### src/rtl/oe_port_allocator.sv
// ---------------------------------------------------------------------------
// oe_port_allocator
// Output-side allocator for one direction of an odd-even NoC router. It
// collects the requests for this output from all input ports and picks one
// by round-robin. It then locks the output to that input from head flit to
// tail flit, and lets flits through only while the downstream buffer has room.
//
// Ports
//   clk         rising-edge clock
//   reset_n     asynchronous, active-low reset
//   in_valid    [NPORT]    flit valid at each input port
//   in_tail     [NPORT]    flit at each input port is a packet tail
//   route       [5*NPORT]  one-hot direction request of port i at [5i+4:5i]
//   credit_in   one downstream buffer slot freed this cycle
//   grant       [NPORT]    one-hot; the selected input may move a flit now
//   out_valid   a flit crosses the switch to this output this cycle
//   out_sel     [SW]       crossbar select, index of the locked input
//   credit_cnt  [CW]       downstream credits currently available
//   cred_err    sticky credit-overflow flag
// ---------------------------------------------------------------------------
module oe_port_allocator #(
    parameter int NPORT    = 5,
    parameter int MY_DIR   = 0,
    parameter int CREDITS  = 4,
    parameter int CW       = 3,
    parameter int INF_CRED = 0,
    localparam int SW      = (NPORT > 1) ? $clog2(NPORT) : 1
) (
    input  logic               clk,
    input  logic               reset_n,
    input  logic [NPORT-1:0]   in_valid,
    input  logic [NPORT-1:0]   in_tail,
    input  logic [5*NPORT-1:0] route,
    input  logic               credit_in,
    output logic [NPORT-1:0]   grant,
    output logic               out_valid,
    output logic [SW-1:0]      out_sel,
    output logic [CW-1:0]      credit_cnt,
    output logic               cred_err
);

    typedef enum logic {
        IDLE   = 1'b0,
        LOCKED = 1'b1
    } state_t;

    localparam logic [CW-1:0] CRED_INIT = CW'(CREDITS);

    state_t           state;
    logic [SW-1:0]    rr_ptr;
    logic [NPORT-1:0] req;
    logic [SW-1:0]    winner;
    logic             any_req;
    logic             can_send;
    logic             fire;

    // Only the route bit for this output matters; the other four directions
    // belong to sibling allocators and are deliberately ignored here.
    logic unused_route;
    assign unused_route = ^route;

    // Requests for this output: a valid flit whose route points our way.
    always_comb begin
        req = '0;
        for (int i = 0; i < NPORT; i++) begin
            req[i] = in_valid[i] & route[5*i + MY_DIR];
        end
    end

    assign any_req = |req;

    // Round-robin search starting just after the last owner, wrapping around.
    // The last candidate examined is rr_ptr itself, so the previous owner has
    // lowest priority.
    always_comb begin
        logic          found;
        logic [SW-1:0] idx;
        found  = 1'b0;
        idx    = '0;
        winner = '0;
        for (int k = 1; k <= NPORT; k++) begin
            idx = SW'((int'(rr_ptr) + k) % NPORT);
            if (!found && req[idx]) begin
                found  = 1'b1;
                winner = idx;
            end
        end
    end

    // While locked, the owner may move a flit whenever a downstream slot is
    // free. The grant does not wait for in_valid, so the input port can use
    // it combinationally in the same cycle.
    assign can_send  = (INF_CRED != 0) || (credit_cnt != '0);
    assign fire      = (state == LOCKED) && can_send && in_valid[out_sel];
    assign out_valid = fire;
    assign grant     = ((state == LOCKED) && can_send)
                       ? (NPORT'(1) << out_sel) : '0;

    // Packet lock FSM. out_sel doubles as the owner register. Arbitration
    // happens in IDLE and costs one bubble cycle per packet. The tail flit
    // releases the lock and makes the finishing owner the new rr_ptr.
    always_ff @(posedge clk or negedge reset_n) begin
        if (!reset_n) begin
            state   <= IDLE;
            out_sel <= '0;
            rr_ptr  <= SW'(NPORT - 1);
        end else begin
            case (state)
                IDLE: begin
                    if (any_req) begin
                        out_sel <= winner;
                        state   <= LOCKED;
                    end
                end
                LOCKED: begin
                    if (fire && in_tail[out_sel]) begin
                        state  <= IDLE;
                        rr_ptr <= out_sel;
                    end
                end
                default: state <= IDLE;
            endcase
        end
    end

    // Downstream credit tracking. A sent flit consumes a slot and a returned
    // credit frees one. When both happen together, the count is unchanged.
    // A credit returned while already full would overflow, so it is dropped
    // and flagged. The eject port has an always-ready sink, so its counter
    // stays frozen.
    always_ff @(posedge clk or negedge reset_n) begin
        if (!reset_n) begin
            credit_cnt <= CRED_INIT;
            cred_err   <= 1'b0;
        end else if (INF_CRED == 0) begin
            if (fire && !credit_in) begin
                credit_cnt <= credit_cnt - CW'(1);
            end else if (!fire && credit_in) begin
                if (credit_cnt == CRED_INIT) begin
                    cred_err <= 1'b1;
                end else begin
                    credit_cnt <= credit_cnt + CW'(1);
                end
            end
        end
    end

endmodule

### config.mk
export PLATFORM = sky130hd
export DESIGN_NAME = oe_port_allocator
export DESIGN_NICKNAME = d
export VERILOG_FILES = /design/src/rtl/oe_port_allocator.sv
export SDC_FILE = /design/constraint.sdc
export NUM_CORES = 1
export LEC_CHECK = 0
export ABC_AREA = 1
export CELL_PAD_IN_SITES_DETAIL_PLACEMENT = 0
export CELL_PAD_IN_SITES_GLOBAL_PLACEMENT = 2
export CORE_MARGIN = 2
export CORE_UTILIZATION = 34
export DETAILED_ROUTE_END_ITERATION = 16
export DONT_BUFFER_PORTS = 1
export PLACE_DENSITY = 0.91
export SLEW_MARGIN = 0
export SYNTH_ARGS = -nofsm -noshare
export SYNTH_HDL_FRONTEND = slang
export SYNTH_SLANG_ARGS = --single-unit
### constraint.sdc
create_clock -name clk -period 4.15 [get_ports clk]
set_input_delay 0.6225 -clock clk [delete_from_list [all_inputs] [get_ports clk]]
set_output_delay 0.6225 -clock clk [all_outputs]
set_load 0.02 [all_outputs]
==> impl_metrics.env, run 1 <==
export IMPL_r2r_start="rr_ptr[0]$_DFFE_PN0P_"
export IMPL_cts_tree="yes"
export IMPL_fin_setup_tns_ns=0
export IMPL_port_buffers=0
export IMPL_grt_remaining_overflow=0
export IMPL_path_class="reg2reg"
export IMPL_hold_viol_final=0
export IMPL_die_h_um=85.1
export IMPL_mostFrequentLayoutCells="nand2_1, inv_1, nand3_1"
export IMPL_clockBufferDepth=2
export IMPL_grt_setup_unrepaired="false"
export IMPL_ys_seq_elements=11
export IMPL_synth_edf_count=0
export IMPL_synthDistinctLibCells=40
export IMPL_die_w_um=85.1
export IMPL_final_layout_size_suffix_gt1_share_pct=15.0
export IMPL_maxSlewHeadroom_pct=67.0
export IMPL_async_reset_ff_share_pct=100
export IMPL_netlist_instances=358
export IMPL_r2r_end="out_sel[1]$_DFFE_PN0P_"
export IMPL_cp_num_buf_inv=2
export IMPL_fp_coreArea_mm2=0.00635
export IMPL_ant_nets=0
export IMPL_syn2layout_area_growth_pct=5.99
export IMPL_start_util_pct=35.2
export IMPL_drt_wl_total_mm=5.32
export IMPL_cpMaxStageDelayCell="dfrtp_1"
export IMPL_grt_util_all_layers_pct=16.0
export IMPL_crit_path_start="rr_ptr[0]$_DFFE_PN0P_"
export IMPL_h_tree_depth=1
export IMPL_hold_class="in2async"
export IMPL_first_pass_iters=4
export IMPL_outcome="completed"
export IMPL_synth_largest_area_cell="nand2_1"
export IMPL_path_common_cell="nand2_1"
export IMPL_cp_top_family="simple AND/OR/NAND/NOR gates"
export IMPL_ys_seq_area_share_pct=12.4
export IMPL_fillers=717
export IMPL_netlist_top_cells_area="nand2_1, ha_1, dfrtp_1"
export IMPL_cts_clk_slew_worst_paths_ns=0.05
export IMPL_critPathMaxFanout=11
export IMPL_r2r_slack_ns=0.45
export IMPL_cts_root_buffer="clkbuf_8"
export IMPL_synth_nets=426
export IMPL_crit_path_end_kind="register"
export IMPL_grt_pass1_wl_mm=9.67
export IMPL_start_kind="register"
export IMPL_clock_sinks=11
export IMPL_clock_latency_ns=0.24
export IMPL_grt_antenna_before_repair=0
export IMPL_drt_met1_wl_mm=2.60
export IMPL_fin_worst_skew_ns=0.00125
export IMPL_worst_slew_pin_slew_ns=0.492
export IMPL_cap_viol_max_count=0
export IMPL_final_max_slew_violation_count=0
export IMPL_syn_area_mm2=0.00223
export IMPL_fp_dieArea_mm2=0.00723
export IMPL_wl_met3_um=105
export IMPL_dpl_hpwl_mm=4.46
export IMPL_num_nets_final=428
export IMPL_synth_area_per_cell_um2=6.24
export IMPL_place_congestion=0.864
export IMPL_crit_path_max_incr_delay_ns=0.49
export IMPL_cts_buffers=3
export IMPL_drt_iter0_drc=81
export IMPL_yosysTopAreaCellShare_pct=16.1
export IMPL_antennaDiodeCount=0
export IMPL_critical_path_required_ns=4.28
export IMPL_setup_violations_final=0
export IMPL_wl_per_cell_um=12.2
export IMPL_dr_max_layer_used="met4"
export IMPL_min_period_ns=3.70
export IMPL_fmax_mhz=270
export IMPL_drc=0
export IMPL_worstPathArrival_ns=3.82
export IMPL_crit_chain="clkinvlp_4 -> ha_1 -> ha_1 -> nor2_1 -> nand2_1 -> nand2_2 -> xor2_1 -> ha_1 -> inv_1 -> o211ai_2 -> nand2_2 -> nand2_1 -> nand2_2 -> nand2_1 -> nand3_1 -> nand3_1 -> nand2_1 -> nor2_2 -> nand2_4 -> nor2_1 -> nor2_1 -> nand2_1 -> nand2_1"
export IMPL_rows=29
export IMPL_grt_max_degree=18
export IMPL_wl_met2_mm=2.59
export IMPL_ios=51
export IMPL_vias=2154
export IMPL_final_common_cell="nand2_1"
export IMPL_ys_flop_type="dfrtp_1"
export IMPL_synth_warnings=0
export IMPL_first_global_vias=2209
export IMPL_vias_per_cell=4.94
export IMPL_worst_r2r_path_depth=23
export IMPL_period_share_pct=89.1
==> through the flow <==
| stage | hold WS [ns] | instances | instance area, um^2 | setup WS [ns] | util, % |
|---|---|---|---|---|---|
| 4_1_cts | 0.0672 | 436 | 2360 | 0.366 | 37.2 |
| 6_report | 0.0773 | 436 | 2370 | 0.453 | 37.3 |
| 2_1_floorplan | 0.327 | 358 | 2230 | 0.754 | - |
| 3_3_place_gp | 0.327 | 432 | 2310 | 0.440 | 36.4 |
| 3_5_place_dp | 0.327 | 432 | 2310 | 0.389 | 36.4 |
| 5_1_grt | 0.0627 | 436 | 2370 | 0.0110 | 37.3 |
==> metal layers <==
layer  global-route usage, %  vias to the layer above
li1                        -                     1141
met1                    20.8                      991
met2                    29.0                       20
met3                    1.65                        2
met4                    2.16                        0
met5                       0                        -
==> layout make-up <==
class	instances	area (um^2)	area share, %
inverter	61	238	10.0
multi-input combinational	280	1680	71.1
clock inverter	1	5.00	0.211
sequential	11	282	11.9
timing repair buffer	3	22.5	0.951
tap	77	96.3	4.07
clock buffer	3	41.3	1.74
==> state kept, by name, indices dropped and copies added, names as in the netlist <==
| name | count |
|---|---|
| credit_cnt | 3 |
| out_sel | 3 |
| rr_ptr | 3 |
| cred_err | 1 |
| state | 1 |
==> logic make-up (layout without fill, tap and decap cells) <==
logic type	after synthesis	count (layout)	share of synthesized area, %
DFF	11	11	12.4
and+or+nand+nor	205	205	43.8
AOI/OAI and AO/OA	37	37	10.6
xor gates and xnor gates	8	8	3.47
adders and majority gates	30	30	17.5
buffers and inverters	67	68	12.2
==> repair_timing <==
item,CTS,global route
hold buffers,0,0
setup endpoints to repair,0,3
buffers inserted,0,0
endpoints found under the hold margin,0,0
resized for setup,0,3
==> Yosys cell counts, types with 2 or more instances <==
master and count:
nor2_2 2, o211ai_1 6, ha_1 28, buf_4 2, nand3_1 38, nand2_2 17
nand2_4 3, inv_1 54, fa_1 2, nor2_1 29, nand2_1 96, nor3_1 2
or2_2 2, inv_2 5, o21ai_1 4, o21ai_0 15, dfstp_2 2, dfrtp_1 9
clkbuf_1 2, xor2_1 5, xnor2_1 2, nand3_2 7, nand4_1 7, o21a_1 3
==> worst max path at each step <==
stage | end | slack [ns] | cells past startpoint
6_report | out_sel[1]$_DFFE_PN0P_ | 0.45 | 23
3_3_place_gp | out_sel[1]$_DFFE_PN0P_ | 0.44 | 23
4_1_cts | out_sel[0]$_DFFE_PN0P_ | 0.37 | 23
2_1_floorplan | out_sel[1]$_DFFE_PN0P_ | 0.75 | 25
5_1_grt | out_sel[1]$_DFFE_PN0P_ | 0.01 | 23
3_5_place_dp | out_sel[0]$_DFFE_PN0P_ | 0.39 | 23
Power of run 1 is left out: the tool's default activity adds up to more than one toggle a clock period on the data nets, which glitch-free logic cannot reach.
==> inputs of run 2 (changes only) <==
--- a/config.mk
+++ b/config.mk
@@ -6,9 +6,10 @@
 export NUM_CORES = 1
 export LEC_CHECK = 0
 export ABC_AREA = 1
+export ABC_CLOCK_PERIOD_IN_PS = 4150
+export CAP_MARGIN = 40
 export CELL_PAD_IN_SITES_DETAIL_PLACEMENT = 0
 export CELL_PAD_IN_SITES_GLOBAL_PLACEMENT = 2
-export CORE_MARGIN = 2
 export CORE_UTILIZATION = 34
 export DETAILED_ROUTE_END_ITERATION = 16
 export DONT_BUFFER_PORTS = 1
==> run 2 against run 1 <==
Clock skew is 0.0033 ns higher. Count of clock-buffer cells in the layout increased by 1. Utilization hardly changed. Final area grew 0.11%. Via count rose by 0.65%. Critical path depth did not move. Sequential share of layout area fell by 0.17 points. Setup slack gained 0.019 ns. Register-to-register slack better by 0.02 ns. Die area fell by 4.6%. First-iteration DRC count up 1.2%. Global-route usage shrank 0.28 points.
==> impl_metrics.env, run 2 (synthesis results as in run 1) <==
export IMPL_cts_tree="yes"
export IMPL_cpMaxStageDelayCell="dfrtp_1"
export IMPL_clock_sinks=11
export IMPL_path_class="reg2reg"
export IMPL_grt_util_all_layers_pct=15.7
export IMPL_fin_setup_tns_ns=0
export IMPL_fmax_mhz=272
export IMPL_clockBufferDepth=2
export IMPL_critical_path_required_ns=4.27
export IMPL_post_cts_setup_buffers=0
export IMPL_drt_wl_total_mm=5.05
export IMPL_drt_iter0_drc=82
export IMPL_path_common_cell="nand2_1"
export IMPL_antennaDiodeCount=0
export IMPL_hold_viol_final=0
export IMPL_worst_slew_pin_slew_ns=0.513
export IMPL_cts_hold_buf=0
export IMPL_syn2layout_area_growth_pct=6.11
export IMPL_grt_max_degree=18
export IMPL_fp_coreArea_mm2=0.00635
export IMPL_start_kind="register"
export IMPL_die_h_um=83.1
export IMPL_crit_path_end_kind="register"
export IMPL_maxSlewHeadroom_pct=65.5
export IMPL_hold_class="in2async"
export IMPL_grt_setup_unrepaired="false"
export IMPL_place_congestion=0.824
export IMPL_port_buffers=0
export IMPL_final_common_cell="nand2_1"
export IMPL_wl_per_cell_um=11.5
export IMPL_final_max_slew_violation_count=0
export IMPL_mostFrequentLayoutCells="nand2_1, inv_1, nand3_1"
export IMPL_vias=2168
export IMPL_first_pass_iters=4
export IMPL_start_util_pct=35.2
export IMPL_fin_worst_skew_ns=0.00451
export IMPL_critical_path_depth=23
export IMPL_ios=51
export IMPL_min_period_ns=3.68
export IMPL_design_area_mm2=0.00237
export IMPL_grt_remaining_overflow=0
export IMPL_first_global_vias=2192
export IMPL_grt_antenna_before_repair=0
export IMPL_placed_area_mm2=0.00232
export IMPL_num_nets_final=429
export IMPL_cts_buffers=3
export IMPL_cts_root_buffer="clkbuf_8"
export IMPL_worstPathArrival_ns=3.80
export IMPL_cp_top_family="simple AND/OR/NAND/NOR gates"
export IMPL_period_share_pct=88.6
export IMPL_top_regs="credit_cnt: 3 flops, out_sel: 3 flops, rr_ptr: 3 flops"
export IMPL_vias_per_cell=4.96
export IMPL_crit_chain="inv_1 -> ha_1 -> o21ai_1 -> nand2_1 -> xor2_1 -> ha_1 -> fa_1 -> inv_1 -> nor2_1 -> nand2_1 -> nand2_1 -> o21ai_1 -> o211ai_1 -> nand3_1 -> nand2_1 -> inv_1 -> nand3_2 -> nor2_4 -> nand2_4 -> nor2_1 -> nor2_1 -> nand2_1 -> nand2_1"
export IMPL_die_w_um=83.1
export IMPL_outcome="completed"
export IMPL_dpl_hpwl_mm=4.32
export IMPL_clock_latency_ns=0.23
export IMPL_worst_r2r_path_depth=23
export IMPL_fp_dieArea_mm2=0.00690
export IMPL_crit_path_max_incr_delay_ns=0.49
export IMPL_critPathMaxFanout=8
export IMPL_cp_num_buf_inv=3
export IMPL_cap_viol_max_count=0
export IMPL_final_layout_size_suffix_gt1_share_pct=14.7
export IMPL_drc=0
export IMPL_cts_clk_slew_worst_paths_ns=0.05
export IMPL_fin_util_pct=37.3
export IMPL_h_tree_depth=1
export IMPL_grt_pass1_wl_mm=9.27
export IMPL_rows=29
export IMPL_post_cts_resized=0
export IMPL_setup_violations_final=0
export IMPL_ant_nets=0
run 2: cell types whose count changed in the layout (fill, tap and decap cells not counted), sizes merged:
cell,before,now
buf,3,4
clkbuf,3,4
clkinv,1,0
run 2: worst register-to-register path, stage by stage (launching register included):
cell	delay (ns)
dfrtp_1	0.49
inv_1	0.23
ha_1	0.39
o21ai_1	0.14
nand2_1	0.10
xor2_1	0.17
ha_1	0.21
fa_1	0.35
inv_1	0.06
nor2_1	0.06
nand2_1	0.11
nand2_1	0.06
o21ai_1	0.16
o211ai_1	0.14
nand3_1	0.10
nand2_1	0.08
inv_1	0.09
nand3_2	0.09
nor2_4	0.15
nand2_4	0.08
nor2_1	0.09
nor2_1	0.05
nand2_1	0.10
nand2_1	0.05
run 2: final timing paths:
check	to	slack, ns	start
max	out_sel[1]$_DFFE_PN0P_	0.47	rr_ptr[1]$_DFFE_PN0P_
min	out_sel[2]$_DFFE_PN0P_	0.08	reset_n
max reg2reg	out_sel[1]$_DFFE_PN0P_	0.47	rr_ptr[1]$_DFFE_PN0P_
min reg2reg	state$_DFF_PN0_	0.47	state$_DFF_PN0_
max in group asynchronous	rr_ptr[2]$_DFFE_PN1P_	3.89	reset_n
min in group clk	state$_DFF_PN0_	0.47	state$_DFF_PN0_
run 2: per-layer routing:
| metal | vias to the layer above | GRT usage, % | wire length (um) | part of all wire (%) |
|---|---|---|---|---|
| met2 | 26 | 28.1 | 2460 | 49 |
| met3 | 2 | 1.19 | 119 | 2.4 |
| met1 | 993 | 20.8 | 2450 | 49 |
| met5 | - | 0 | 0 | 0 |
| met4 | 0 | 2.66 | 16 | 0.32 |
| li1 | 1147 | - | - | - |
run 2: final cells by class:
| type | count | area, um^2 |
|---|---|---|
| clock buffer | 4 | 45.0 |
| fill | 702 | 3980 |
| inverter | 61 | 238 |
| multi-input combinational | 280 | 1680 |
| sequential | 11 | 278 |
| tap | 77 | 96.3 |
| timing repair buffer | 4 | 30.0 |
run 2: per-stage QoR:
| stage | cells | hold slack, ns | setup WS (ns) |
|---|---|---|---|
| 2_1_floorplan | 358 | 0.327 | 0.754 |
| 3_3_place_gp | 433 | 0.327 | 0.428 |
| 3_5_place_dp | 433 | 0.327 | 0.405 |
| 4_1_cts | 437 | 0.0783 | 0.401 |
| 5_1_grt | 437 | 0.0728 | 0.0224 |
| 6_report | 437 | 0.0823 | 0.472 |
Power of run 2 is left out for the same reason.
